[config.mk]
export PLATFORM = sky130hd
export DESIGN_NAME = fb_port_arbiter
export DESIGN_NICKNAME = d
export VERILOG_FILES = /design/src/rtl/fb_port_arbiter.sv
export SDC_FILE = /design/constraint.sdc
export NUM_CORES = 1
export LEC_CHECK = 0
export BUFFER_PORTS_ARGS = -buffer_cell sky130_fd_sc_hd__buf_2
export CAP_MARGIN = 40
export CORE_MARGIN = 2
export CORE_UTILIZATION = 48
export DETAILED_ROUTE_END_ITERATION = 8
export PLACE_DENSITY = 0.79
export SKIP_LAST_GASP = 1
export SYNTH_ARGS = -nofsm -noshare
export SYNTH_HDL_FRONTEND = slang
export SYNTH_SLANG_ARGS = --single-unit
export TNS_END_PERCENT = 10
[constraint.sdc]
create_clock -name clk -period 3.08 [get_ports clk]
set_input_delay 0 -clock clk [delete_from_list [all_inputs] [get_ports clk]]
set_output_delay 0 -clock clk [all_outputs]
set_load 0.03 [all_outputs]
[src/rtl/fb_port_arbiter.sv]
// Shares the framebuffer RAM port between VGA scan-out (absolute priority, fixed
// 2-cycle read latency) and a processor requester served through req/ack.
module fb_port_arbiter #(
  parameter int          ADDR_W       = 18,
  parameter int          DATA_W       = 8,
  parameter int unsigned STARVE_LIMIT = 1024
) (
  input  logic              clk,
  input  logic              reset,
  input  logic              disp_req,
  input  logic [ADDR_W-1:0] disp_addr,
  output logic [DATA_W-1:0] disp_q,
  output logic              disp_valid,
  input  logic              cpu_req,
  input  logic              cpu_we,
  input  logic [ADDR_W-1:0] cpu_addr,
  input  logic [DATA_W-1:0] cpu_wdata,
  output logic              cpu_ack,
  output logic [DATA_W-1:0] cpu_rdata,
  output logic              cpu_starved,
  output logic [ADDR_W-1:0] ram_addr,
  output logic [DATA_W-1:0] ram_wdata,
  output logic              ram_we,
  input  logic [DATA_W-1:0] ram_q
);

  typedef enum logic [1:0] {IDLE, RD1, RD2, ACK} state_t;

  state_t      state;
  state_t      state_next;
  logic        cpu_grant;
  logic [1:0]  disp_tag;
  logic [15:0] starve_cnt;
  logic [15:0] starve_cnt_next;

  // Display data is matched to its request purely by pipeline position.
  assign disp_q     = ram_q;
  assign disp_valid = disp_tag[1];
  assign cpu_ack    = (state == ACK);

  always_comb begin
    cpu_grant  = (state == IDLE) && cpu_req && !disp_req;
    state_next = state;
    case (state)
      IDLE:    if (cpu_grant) state_next = cpu_we ? ACK : RD1;
      RD1:     state_next = RD2;
      RD2:     state_next = ACK;
      ACK:     state_next = IDLE;
      default: state_next = IDLE;
    endcase
  end

  always_comb begin
    starve_cnt_next = starve_cnt;
    if (!cpu_req || cpu_grant) begin
      starve_cnt_next = '0;
    end else if ((state == IDLE) && disp_req && (starve_cnt != 16'hFFFF)) begin
      starve_cnt_next = starve_cnt + 16'd1;
    end
  end

  always_ff @(posedge clk or negedge reset) begin
    if (!reset) begin
      state       <= IDLE;
      disp_tag    <= '0;
      starve_cnt  <= '0;
      cpu_starved <= 1'b0;
      cpu_rdata   <= '0;
    end else begin
      state       <= state_next;
      disp_tag    <= {disp_tag[0], disp_req};
      starve_cnt  <= starve_cnt_next;
      cpu_starved <= (32'(starve_cnt_next) >= STARVE_LIMIT);
      // RAM output in RD2 belongs to the address issued in RD1.
      if (state == RD2) cpu_rdata <= ram_q;
    end
  end

  always_ff @(posedge clk or negedge reset) begin
    if (!reset) begin
      ram_addr  <= '0;
      ram_wdata <= '0;
      ram_we    <= 1'b0;
    end else if (disp_req) begin
      ram_addr <= disp_addr;
      ram_we   <= 1'b0;
    end else if (cpu_grant) begin
      ram_addr  <= cpu_addr;
      ram_wdata <= cpu_wdata;
      ram_we    <= cpu_we;
    end else begin
      ram_we <= 1'b0;
    end
  end

endmodule

==> results.ini <==
[outcome]
outcome = finished, final reports clean

[synthesis]
syn_area_sq_um = 2620
synth_area_per_cell_sq_um = 11.2
ys.flop_type = dfrtp_1
ys_types = 38
netlist.area_leader.share_pct = 53.5
synth-seq-cells = 56
synth_warnings = 0
async_flop_share_pct = 100
synthTopCellsByArea = dfrtp_1, mux2i_1, mux2_2
yosysTopAreaCell = dfrtp_1
synthCells = 234
synth-edff-count = 0
synth_seq_area_share_pct = 53.5
syn-num-nets = 296

[grt]
grt_pass1_vias = 2375
grt_usage_pct = 22.4
grt_pass1_wl_mm = 10.8
top_usage_layer = met2
met2_usage_pct = 41.3
grt_max_degree = 38
met1_usage_pct = 25.7
overflow = 0
use_met3_pct = 4.77
antenna_found_initial = 0

[floorplan]
num_rows = 26
initial_utilization_pct = 50.6
ios = 103
die_w_um = 77.9
die_h_um = 77.9
die_area_sq_um = 6060
core_sq_um = 5170

[clock_network]
clk_path_buf_depth = 2
postCtsSetupRepairBufs = 0
htreeDepth = 2
path_clk_slew_ns = 0.11
ctsResizeCount = 0
root_buffer = clkbuf_8
cts_buffers = 5
clock_sinks = 56
clk-insertion-delay-late_ns = 0.31
holdBufCountCts = 49
cts_tree = built

[sta]
tns_ns = 0
setup_ws_ns = 0.580
slew_violations = 0
fin_skew_ns = 0.0169
hold_ws_ns = 0.0314
tightest_slew_ns = 0.494
period_needed_ns = 2.50
max_slew_margin_pct = 67.0
finalHoldViolations = 0
rsz0062_at_grt = false
period_share_pct = 81.2
setup_viol = 0
fmax_ghz = 0.400

[pwr]
switchingPower_mw = 1.02
internal_power_mw = 1.48
p_seq_share_pct = 40.7
ir_drop_uv = 553
leakagePower_nw = 1.83
netSwitchingFraction_pct = 40.8
pwr-share-comb_pct = 43.2
clock_power_share_pct = 16.1
finalPower_mw = 2.50
powerDensity_nw_per_um2 = 667

[worst_setup_path]
critPathKind = register to register
cp.required_ns = 3.26
startpoint_type = register
end_kind = register
arrival_ns = 2.68
cp_max_fo = 6

[placed_design]
placed_area_sq_um = 3160
port-buffer-count = 102
place_hpwl_mm = 4.01
pre_cts_ws_ns = 0.638
gp_congestion = 0.766

[layout]
antenna_cells = 0
drive_gt1_share_pct = 36.3
layout_commonest_cell = buf_2
mostFrequentLayoutCells = buf_2, dfrtp_1, dlygate4sd3_1, nand2_1, o21ai_0
postLayoutCellArea_sq_um = 3740
layout.nets = 441
area_growth_pct = 42.9

[min_path]
hold_class = input port to register

[route]
drtPass1Iterations = 4
vias = 2272
finalWirelength_mm = 6.48
drtIter0Drc = 150
drc = 0
antenna_left = 0
via_per_inst = 5.05
wl_per_cell_um = 14.4

[job]
drv_cap = 0

power by group through the flow:
stage	clock, mW	combinational (mW)	sequential [mW]
2_1_floorplan	0	0.379	1.35
3_3_place_gp	0	0.985	1.02
3_5_place_dp	0	1.02	1.02
4_1_cts	0.415	1.07	1.01
5_1_grt	0.440	1.15	1.04
6_report	0.401	1.08	1.02
logic make-up (layout without fill, tap and decap cells):
family	Yosys count	in the layout	share of synthesized area, %
simple gates	68	68	13.4
flops	56	56	53.5
mux	38	38	15.3
compound gates	34	34	7.21
buf+inv	23	169	4.87
xor+xnor	10	10	3.34
fa+ha+maj	5	5	2.39
critical path, stage by stage, from the launching register on:
cell	delay [ns]
dfrtp_1	0.40
inv_1	0.12
ha_1	0.26
nand2_1	0.17
or3_1	0.41
nor4_1	0.26
xnor2_1	0.16
nor2_1	0.06
or4_1	0.52
routing by layer:
metal | vias to the layer above | share of wire [%]
met3 | 15 | 4.8
met2 | 74 | 54
li1 | 1091 | -
met4 | 0 | 2.2
met5 | - | 0
met1 | 1092 | 39
registers in the layout (all words and copies together) (netlist names):
| name | cells |
|---|---|
| cpu_rdata | 8 |
| cpu_starved | 1 |
| disp_tag | 2 |
| ram_addr | 18 |
| ram_wdata | 8 |
| ram_we | 1 |
| starve_cnt | 16 |
| state | 2 |
metrics by stage:
stage | util [%] | cells
floorplan | - | 234
global placement | 60.7 | 392
detailed placement | 61.1 | 393
CTS | 72.4 | 450
global route | 72.4 | 450
finish | 72.4 | 450
Yosys cell counts (all sizes together), types with 3 or more instances:
library cell	n
or4	3
xor2	5
buf	11
xnor2	5
mux2	16
nand4	3
dfrtp	56
mux2i	22
clkbuf	7
nor2	18
nand2	25
ha	5
inv	5
a21oi	5
nand3	7
o21ai	24
nor3	5
area by class of cell:
cell class,count,area [sq um]
Inverter,5,18.8
Multi-Input combinational cell,155,1090
Timing Repair Buffer,156,1050
Sequential cell,56,1400
Clock buffer,5,68.8
Clock inverter,3,21.3
Fill cell,339,1430
Tap cell,70,87.6
path summary, 6_finish.rpt:
check | from | to | slack [ns] | depth (start not counted)
max in group asynchronous | reset | ram_addr[12]$_DFFE_PN0P_ | 2.31 | 4
worst max-delay path | state[0]$_DFFE_PN0P_ | cpu_starved$_DFF_PN0_ | 0.58 | 8
worst max register to register | state[0]$_DFFE_PN0P_ | cpu_starved$_DFF_PN0_ | 0.58 | 8
worst min register to register | disp_tag[0]$_DFF_PN0_ | disp_tag[1]$_DFF_PN0_ | 0.36 | 0
worst min-delay path | cpu_addr[12] | ram_addr[12]$_DFFE_PN0P_ | 0.03 | 3
min in group asynchronous | reset | ram_wdata[2]$_DFFE_PN0P_ | 0.11 | 2
No activity file was read; power rests on OpenSTA's default activity.
